==> config.mk <==
export PLATFORM = sky130hd
export DESIGN_NAME = device_fetch
export DESIGN_NICKNAME = d
export VERILOG_FILES = /design/src/rtl/device_fetch_pkg.sv /design/src/rtl/device_fetch_buffer.sv /design/src/rtl/device_fetch.sv
export SDC_FILE = /design/constraint.sdc
export NUM_CORES = 1
export LEC_CHECK = 0
export CORE_MARGIN = 4
export CORE_UTILIZATION = 52
export DETAILED_ROUTE_END_ITERATION = 16
export MAX_ROUTING_LAYER = met4
export PLACE_DENSITY_LB_ADDON = 0.25
export SYNTH_ARGS = -nofsm -noshare
export SYNTH_HDL_FRONTEND = slang
export SYNTH_SLANG_ARGS = --single-unit
==> constraint.sdc <==
create_clock -name i_clk -period 5.4 [get_ports i_clk]
set_input_delay 1.08 -clock i_clk [delete_from_list [all_inputs] [get_ports i_clk]]
set_output_delay 1.08 -clock i_clk [all_outputs]
set_load 0.01 [all_outputs]
==> src/rtl/device_fetch_pkg.sv <==
// Shared constants and state encoding for the instruction-fetch stage.
package device_fetch_pkg;

    localparam int PC_BITS         = 8;
    localparam int INSTR_BITS      = 16;
    localparam int INST_MEM_DEPTH  = 1 << PC_BITS;
    localparam int FETCH_BUF_DEPTH = 2;

    typedef enum logic [1:0] {
        S_BOOT = 2'd0,
        S_RUN  = 2'd1,
        S_HALT = 2'd2
    } fetch_state_e;

endpackage

==> src/rtl/device_fetch_buffer.sv <==
// Two-entry FIFO holding fetched {instr, pc} pairs; head is read from registers.
module fetch_buffer
    import device_fetch_pkg::*;
#(
    parameter int PC_BITS    = 8,
    parameter int INSTR_BITS = 16
) (
    input  logic                  i_clk,
    input  logic                  i_rst,
    input  logic                  i_push,
    input  logic [INSTR_BITS-1:0] i_push_instr,
    input  logic [PC_BITS-1:0]    i_push_pc,
    input  logic                  i_pop,
    input  logic                  i_flush,
    output logic [1:0]            o_count,
    output logic [INSTR_BITS-1:0] o_head_instr,
    output logic [PC_BITS-1:0]    o_head_pc
);

    localparam int PTR_BITS = $clog2(FETCH_BUF_DEPTH);

    logic [INSTR_BITS-1:0] instr_q [FETCH_BUF_DEPTH];
    logic [INSTR_BITS-1:0] instr_d [FETCH_BUF_DEPTH];
    logic [PC_BITS-1:0]    pc_q    [FETCH_BUF_DEPTH];
    logic [PC_BITS-1:0]    pc_d    [FETCH_BUF_DEPTH];
    logic [PTR_BITS-1:0]   wr_ptr_q, wr_ptr_d;
    logic [PTR_BITS-1:0]   rd_ptr_q, rd_ptr_d;
    logic [1:0]            count_q, count_d;
    logic                  do_pop;

    // Pointer/count update; flush discards everything including a same-cycle push.
    always_comb begin
        instr_d  = instr_q;
        pc_d     = pc_q;
        wr_ptr_d = wr_ptr_q;
        rd_ptr_d = rd_ptr_q;
        count_d  = count_q;
        do_pop   = i_pop && (count_q != 2'd0);
        if (i_flush) begin
            wr_ptr_d = '0;
            rd_ptr_d = '0;
            count_d  = 2'd0;
        end else begin
            if (i_push) begin
                instr_d[wr_ptr_q] = i_push_instr;
                pc_d[wr_ptr_q]    = i_push_pc;
                wr_ptr_d          = wr_ptr_q + 1'b1;
            end
            if (do_pop) begin
                rd_ptr_d = rd_ptr_q + 1'b1;
            end
            count_d = count_q + 2'(i_push) - 2'(do_pop);
        end
    end

    // Storage and pointer registers; entry data needs no reset since count gates it.
    always_ff @(posedge i_clk) begin
        if (i_rst) begin
            wr_ptr_q <= '0;
            rd_ptr_q <= '0;
            count_q  <= 2'd0;
        end else begin
            instr_q  <= instr_d;
            pc_q     <= pc_d;
            wr_ptr_q <= wr_ptr_d;
            rd_ptr_q <= rd_ptr_d;
            count_q  <= count_d;
        end
    end

    // The fetch credit rule must never let a response arrive at a full buffer.
    assert property (@(posedge i_clk) disable iff (i_rst)
        !(i_push && !i_flush && count_q == 2'(FETCH_BUF_DEPTH)));

    assign o_count      = count_q;
    assign o_head_instr = instr_q[rd_ptr_q];
    assign o_head_pc    = pc_q[rd_ptr_q];

endmodule

==> src/rtl/device_fetch.sv <==
// Instruction-fetch stage: drives the PC register input, issues instruction
// memory reads, and buffers returned words for decode.
module device_fetch
    import device_fetch_pkg::*;
#(
    parameter int                 PC_BITS    = device_fetch_pkg::PC_BITS,
    parameter int                 INSTR_BITS = device_fetch_pkg::INSTR_BITS,
    parameter logic [PC_BITS-1:0] RESET_PC   = '0
) (
    input  logic                  i_clk,
    input  logic                  i_rst,
    input  logic [PC_BITS-1:0]    i_pc,
    output logic [PC_BITS-1:0]    o_next_pc,
    output logic                  o_imem_req,
    output logic [PC_BITS-1:0]    o_imem_addr,
    input  logic [INSTR_BITS-1:0] i_imem_data,
    input  logic                  i_halt,
    input  logic                  i_redirect,
    input  logic [PC_BITS-1:0]    i_redirect_pc,
    output logic [INSTR_BITS-1:0] o_instr,
    output logic [PC_BITS-1:0]    o_instr_pc,
    output logic                  o_instr_valid,
    input  logic                  i_instr_ready
);

    // Decode handshake: an instruction transfers in any cycle where
    // o_instr_valid && i_instr_ready; o_instr/o_instr_pc are stable while
    // valid is high and not accepted. A redirect overrides the handshake.

    fetch_state_e          state_q, state_d;
    logic                  inflight_q, inflight_d;
    logic [PC_BITS-1:0]    inflight_pc_q, inflight_pc_d;
    logic [1:0]            buf_count;
    logic [INSTR_BITS-1:0] head_instr;
    logic [PC_BITS-1:0]    head_pc;
    logic                  instr_valid;
    logic                  pop;
    logic                  issue;
    logic                  redirect_eff;
    logic                  push;
    logic [2:0]            occupancy;

    // Redirects are ignored until boot has completed.
    assign redirect_eff = i_redirect && !i_rst && (state_q != S_BOOT);
    assign instr_valid  = (buf_count != 2'd0) && !i_rst;
    assign pop          = instr_valid && i_instr_ready;
    assign occupancy    = {1'b0, buf_count} + {2'b0, inflight_q};
    assign issue        = !i_rst && (state_q == S_RUN) && !i_redirect
                          && (occupancy < 3'd2 + {2'b0, pop});
    // A response belonging to a flushed fetch is dropped on arrival.
    assign push         = inflight_q && !redirect_eff;

    // FSM transitions, in-flight tracking and next-PC selection.
    always_comb begin
        state_d       = state_q;
        inflight_d    = issue;
        inflight_pc_d = issue ? i_pc : inflight_pc_q;
        case (state_q)
            S_BOOT:  state_d = S_RUN;
            S_RUN:   if (i_halt) state_d = S_HALT;
            S_HALT:  if (!i_halt) state_d = S_RUN;
            default: state_d = S_BOOT;
        endcase
        if (i_rst || state_q == S_BOOT) begin
            o_next_pc = RESET_PC;
        end else if (i_redirect) begin
            o_next_pc = i_redirect_pc;
        end else if (issue) begin
            o_next_pc = i_pc + 1'b1;
        end else begin
            o_next_pc = i_pc;
        end
    end

    // State and in-flight registers.
    always_ff @(posedge i_clk) begin
        if (i_rst) begin
            state_q       <= S_BOOT;
            inflight_q    <= 1'b0;
            inflight_pc_q <= '0;
        end else begin
            state_q       <= state_d;
            inflight_q    <= inflight_d;
            inflight_pc_q <= inflight_pc_d;
        end
    end

    fetch_buffer #(
        .PC_BITS    (PC_BITS),
        .INSTR_BITS (INSTR_BITS)
    ) u_buf (
        .i_clk        (i_clk),
        .i_rst        (i_rst),
        .i_push       (push),
        .i_push_instr (i_imem_data),
        .i_push_pc    (inflight_pc_q),
        .i_pop        (pop),
        .i_flush      (redirect_eff),
        .o_count      (buf_count),
        .o_head_instr (head_instr),
        .o_head_pc    (head_pc)
    );

    assign o_imem_req    = issue;
    assign o_imem_addr   = i_pc;
    assign o_instr_valid = instr_valid;
    assign o_instr       = instr_valid ? head_instr : '0;
    assign o_instr_pc    = instr_valid ? head_pc : '0;

endmodule

==> flow_summary.json, run 1 <==
{
  "grt_pass1_vias": 2040,
  "worstMarginPinSlew_ps": 1080,
  "clockBufferDepth": 2,
  "postCtsHoldBufs": 0,
  "slowest_delay_ps": 580,
  "cts.htree.levels": 3,
  "cts_setup_buffers": 0,
  "yosysTopAreaCell": "edfxtp_1",
  "port_buffers": 78,
  "synth_edf_count": 48,
  "grt_pass1_wl_um": 9690,
  "ir_drop_mv": 0.143,
  "cts_tree": "yes",
  "worst-path-buf-inv": 3,
  "start_util_pct": 55.0,
  "crit_chain": "clkdlybuf4s50_1 > buf_4 > nor4_4 > nand2_2 > or4_1 > a31oi_1 > clkdlybuf4s50_1",
  "finalMaxSlewViolations": 0,
  "seq_area_frac_synth_pct": 60.5,
  "pre_cts_slack_ps": 800,
  "setup_viol": 0,
  "via_per_inst": 5.35,
  "synth_top_cell_area_share_pct": 50.1,
  "status": "finished clean",
  "dp.cells": 370,
  "path_clk_slew_ps": 70,
  "clock-root-buffer": "clkbuf_8",
  "fillers": 373,
  "grt-ovfl-total": 0,
  "clkLatencyLatePin_ps": 340,
  "dp_hpwl_um": 4160,
  "cts_made_buffers": 9,
  "grt_max_degree": 28,
  "final_hold_viol_count": 0,
  "fin_crit_sh_pct": 85.9,
  "leakage_nw": 1.27,
  "drtPass1Iterations": 4,
  "synth_fp_nets": 280,
  "ant_nets": 0,
  "startpoint_type": "input port",
  "rows": 26,
  "cp.arrival_ps": 3560,
  "finClkSkew_ps": 7.64,
  "setup.worst_path.end_class": "primary output",
  "fin_total_pwr_mw": 1.08,
  "syn_to_final_growth_pct": 34.8,
  "setup_tns_ps": 0,
  "core-area_mm2": 0.00524,
  "crit_slowest_cell": "clkdlybuf4s50_1",
  "avgSynthCellArea_um2": 12.1,
  "vias": 2067,
  "fin_nets": 353,
  "synth_area_leaders": "edfxtp_1 50%, dfxtp_1 10%, mux2i_1 8.3%, nor2_1 4.2%, o21ai_0 3.1%",
  "worstPathRequired_ps": 4320,
  "diodes": 0,
  "cts_resized": 0,
  "yosysWarningCount": 0,
  "slew_headroom_pct": 28.0,
  "fin_ws_ps": 760,
  "stdcell_count": 386,
  "maxCapViolations": 0,
  "synth-seq-cells": 63,
  "cp_common_cell": "clkdlybuf4s50_1",
  "numClockSinks": 63,
  "post_drt_wl_per_cell_um": 15.5,
  "dieWidth_um": 82.4,
  "fmax_mhz": 216,
  "drc": 0,
  "synth_commonest_cells": "48 x edfxtp_1, 32 x nor2_1, 24 x mux2i_1",
  "cp_max_fo": 15,
  "critPathTopFamily": "buffers and inverters",
  "drt-total-wl_um": 6000,
  "r2r_slack_ps": 3140,
  "async_reset_ff_share_pct": 0,
  "fin_hold_ws_ps": 454,
  "grt_usage_pct": 19.9,
  "period_needed_ps": 4640,
  "antenna_found_initial": 0,
  "synthCells": 238,
  "die_area_mm2": 0.00679,
  "powerDensity_mw_per_mm2": 278,
  "synth_ff_type": "edfxtp_1",
  "holdCritPathClass": "register to register",
  "syn_area_mm2": 0.00288,
  "io_pins": 79,
  "gp_congestion": 0.842,
  "synth_cell_types": 39,
  "drtIter0Drc": 112,
  "critPathKind": "input port to primary output",
  "die_h_um": 82.4,
  "yosysMostFrequentCell": "edfxtp_1",
  "rsz0062_at_grt": "false",
  "drive_gt1_share_pct": 8.54
}
[state kept, by name, indices dropped and copies added (netlist names)]
register and count:
u_buf.rd_ptr_q 1, state_q 2, u_buf.pc_q 16, u_buf.o_count 2, inflight_pc_q 8, u_buf.wr_ptr_q 1
inflight_q 1, u_buf.instr_q 32
[cell type report]
class / instances / area [um2] / area share, %
timing repair buffer: 84 / 826 / 21.3
inverter: 4 / 15.0 / 0.387
clock inverter: 6 / 70.1 / 1.81
clock buffer: 10 / 138 / 3.55
multi-input combinational: 149 / 1000 / 25.9
sequential: 63 / 1740 / 44.9
tap: 70 / 87.6 / 2.26
[logic make-up after synthesis]
family	after synthesis	share of synthesized area, %
flops	63	60.5
fa+ha+maj	6	2.52
buf+inv	26	4.74
xor+xnor	5	1.52
mux	24	8.34
compound gates	43	9.21
simple gates	71	13.2
[cells in the final DEF (no fill, tap or decap), types with 3 or more instances in the layout]
| master | n |
|---|---|
| clkdlybuf4s50_1 | 78 |
| edfxtp_1 | 48 |
| nor2_1 | 31 |
| mux2i_1 | 24 |
| o21ai_0 | 18 |
| dfxtp_1 | 15 |
| a21oi_1 | 10 |
| clkbuf_8 | 10 |
| nand3_1 | 9 |
| buf_4 | 6 |
| ha_1 | 5 |
| inv_1 | 4 |
| and2_1 | 4 |
| and4_1 | 4 |
| a311oi_1 | 4 |
| xnor2_1 | 4 |
| nand4_1 | 3 |
| nor3_1 | 3 |
| nor3b_1 | 3 |
| a31oi_1 | 3 |
| clkinvlp_4 | 3 |
[worst register-to-register path, delay by kind of cell, from the launching register on]
family | cells | cell delay (ps)
flops | 1 | 390
compound gates | 2 | 570
simple gates | 1 | 920
[final timing paths]
path | endpoint | depth (start not counted) | start
hold reg to reg | u_buf.pc_q[13] | 0 | inflight_pc_q[5]
setup reg to reg | u_buf.pc_q[1] | 3 | state_q[0]
hold / removal | u_buf.pc_q[13] | 0 | inflight_pc_q[5]
setup / recovery | o_next_pc[4] | 7 | i_rst
[stage by stage]
stage | util [%] | instance area, um2
2_1_floorplan | - | 2880
3_3_place_gp | 70.1 | 3670
3_5_place_dp | 70.1 | 3670
4_1_cts | 74.1 | 3880
5_1_grt | 74.1 | 3880
6_report | 74.1 | 3880
[report_power, final]
group          leakage (nW)  internal, mW  switching (mW)
logic                 0.638        0.0712          0.0597
registers             0.538         0.529         0.00679
clock network        0.0947         0.227           0.183
total                  1.27         0.827           0.250
[per-layer routing]
metal / vias to the layer above / part of all wire (%) / GRT usage, %
met4: 0 / 1.4 / 8.80
met3: 8 / 7.5 / 4.66
met2: 89 / 48 / 32.0
li1: 1030 / - / -
met5: - / 0 / -
met1: 940 / 43 / 23.9
Power figures use the tool's default switching activity.
==> run 2, diff against run 1 <==
--- a/config.mk
+++ b/config.mk
@@ -5,8 +5,10 @@
 export SDC_FILE = /design/constraint.sdc
 export NUM_CORES = 1
 export LEC_CHECK = 0
+export ABC_CLOCK_PERIOD_IN_PS = 5400
 export CORE_MARGIN = 4
 export CORE_UTILIZATION = 52
+export CTS_CLUSTER_SIZE = 28
 export DETAILED_ROUTE_END_ITERATION = 16
 export MAX_ROUTING_LAYER = met4
 export PLACE_DENSITY_LB_ADDON = 0.25
==> results of run 2 <==
No change in the layout: final DEF, timing and power equal those of run 1.
==> run 3, diff against run 2 <==
--- a/config.mk
+++ b/config.mk
@@ -11,7 +11,7 @@
 export CTS_CLUSTER_SIZE = 28
 export DETAILED_ROUTE_END_ITERATION = 16
 export MAX_ROUTING_LAYER = met4
-export PLACE_DENSITY_LB_ADDON = 0.25
+export PLACE_DENSITY = 0.88
 export SYNTH_ARGS = -nofsm -noshare
 export SYNTH_HDL_FRONTEND = slang
 export SYNTH_SLANG_ARGS = --single-unit
==> flow_summary.json, run 3 (synthesis results as in run 1) <==
{
  "fin_total_pwr_mw": 1.04,
  "die_area_mm2": 0.00679,
  "placed_cell_area_mm2": 0.00367,
  "diodes": 0,
  "via_per_inst": 5.51,
  "period_needed_ps": 4900,
  "ant_nets": 0,
  "p_comb_share_pct": 12.7,
  "p_switching_mw": 0.228,
  "holdCritPathClass": "register to register",
  "final_cell_mix": "78 x clkdlybuf4s50_1, 48 x edfxtp_1, 31 x nor2_1, 24 x mux2i_1, 18 x o21ai_0",
  "antenna_found_initial": 0,
  "intPower_mw": 0.810,
  "dp.cells": 369,
  "final_common_cell": "clkdlybuf4s50_1",
  "fin_crit_sh_pct": 90.8,
  "swShare_pct": 21.9,
  "pre_cts_slack_ps": 552,
  "grt_pass1_vias": 2036,
  "finClkSkew_ps": 7.42,
  "worst-path-buf-inv": 2,
  "io_pins": 79,
  "clock_power_share_pct": 35.6,
  "clock-root-buffer": "clkbuf_8",
  "design_area_mm2": 0.00385,
  "dieWidth_um": 82.4,
  "leakage_nw": 1.27,
  "fin_nets": 352,
  "setup_viol": 0,
  "cts_made_buffers": 9,
  "drc": 0,
  "numClockSinks": 63,
  "final_hold_viol_count": 0,
  "vias": 2122,
  "cts.htree.levels": 3,
  "cp_max_fo": 15,
  "rsz0062_at_grt": "false",
  "fin_ws_ps": 497,
  "final_util_pct": 73.4,
  "startpoint_type": "input port",
  "status": "finished clean",
  "maxCapViolations": 0,
  "die_h_um": 82.4,
  "setup_tns_ps": 0,
  "powerDensity_mw_per_mm2": 270,
  "top_regs": "u_buf.instr_q (32), u_buf.pc_q (16), inflight_pc_q (8)",
  "grt_usage_pct": 19.2,
  "crit_slowest_cell": "clkdlybuf4s50_1",
  "stdcell_count": 385,
  "fin_hold_ws_ps": 450,
  "largest_register_ffs": 32,
  "grt_max_degree": 28,
  "finalMaxSlewViolations": 0,
  "grt-ovfl-total": 0,
  "post_drt_wl_per_cell_um": 16.0,
  "crit_chain": "clkdlybuf4s50_1 > nor4_4 > nand2_2 > or4_1 > a31oi_1 > clkdlybuf4s50_1",
  "syn_to_final_growth_pct": 33.6,
  "cp_common_cell": "clkdlybuf4s50_1",
  "dp_hpwl_um": 4270,
  "grt_pass1_wl_um": 9380,
  "setup.worst_path.end_class": "primary output",
  "cts_tree": "yes",
  "critPathKind": "input port to primary output",
  "worstMarginPinSlew_ps": 1130,
  "path_clk_slew_ps": 60,
  "critPathTopFamily": "buffers and inverters",
  "fmax_mhz": 204,
  "drt-total-wl_um": 6170,
  "drtPass1Iterations": 4,
  "drive_gt1_share_pct": 7.30,
  "core-area_mm2": 0.00524,
  "slew_headroom_pct": 24.8,
  "cp.arrival_ps": 3820,
  "drtIter0Drc": 142,
  "slowest_delay_ps": 690,
  "start_util_pct": 55.0,
  "postCtsHoldBufs": 0,
  "clockBufferDepth": 2,
  "worstPathRequired_ps": 4320,
  "regMostFlops": "u_buf.instr_q",
  "port_buffers": 78,
  "power_frac_seq_pct": 51.7,
  "fillers": 349,
  "cts_setup_buffers": 0,
  "ir_drop_mv": 0.129,
  "rows": 26,
  "gp_congestion": 0.926,
  "clkLatencyLatePin_ps": 320,
  "cts_resized": 0
}
==> run 3: cell types whose count changed in the layout (fill, tap and decap cells not counted) <==
cell / previous run / this run
buf_4: 6 / 5
clkinv_1: 0 / 1
clkbuf_1: 0 / 2
clkinvlp_4: 3 / 0
clkinv_2: 0 / 3
clkinv_4: 2 / 0
clkbuf_8: 10 / 9
==> run 3: final timing paths <==
kind	start	to	slack, ps	cells past startpoint
worst max-delay path	i_rst	o_next_pc[4]	500	6
worst min-delay path	inflight_pc_q[7]	u_buf.pc_q[7]	450	0
worst max register to register	state_q[0]	u_buf.pc_q[6]	3150	3
worst min register to register	inflight_pc_q[7]	u_buf.pc_q[7]	450	0
==> run 3: area by class of cell <==
| type | count | area, um2 | share of cell area, % |
|---|---|---|---|
| Sequential cell | 63 | 1740 | 45.3 |
| Clock inverter | 5 | 48.8 | 1.27 |
| Tap cell | 70 | 87.6 | 2.28 |
| Inverter | 4 | 15.0 | 0.390 |
| Clock buffer | 11 | 131 | 3.42 |
| Multi-Input combinational cell | 149 | 1000 | 26.1 |
| Timing Repair Buffer | 83 | 818 | 21.3 |
==> run 3: per-layer routing <==
layer / track usage, % / up-vias / wire length (um)
met5: - / - / 0
met4: 7.97 / 0 / 69
met3: 6.07 / 10 / 603
met2: 30.1 / 111 / 2960
met1: 23.0 / 983 / 2530
li1: - / 1018 / -
==> run 3: power groups by stage <==
| stage | logic (mW) | registers, mW | clock network [mW] |
|---|---|---|---|
| after floorplan | 0.0634 | 0.544 | 0 |
| after global placement | 0.127 | 0.546 | 0 |
| after detailed placement | 0.131 | 0.547 | 0 |
| after CTS | 0.132 | 0.536 | 0.378 |
| after global routing | 0.142 | 0.537 | 0.405 |
| final | 0.132 | 0.536 | 0.369 |
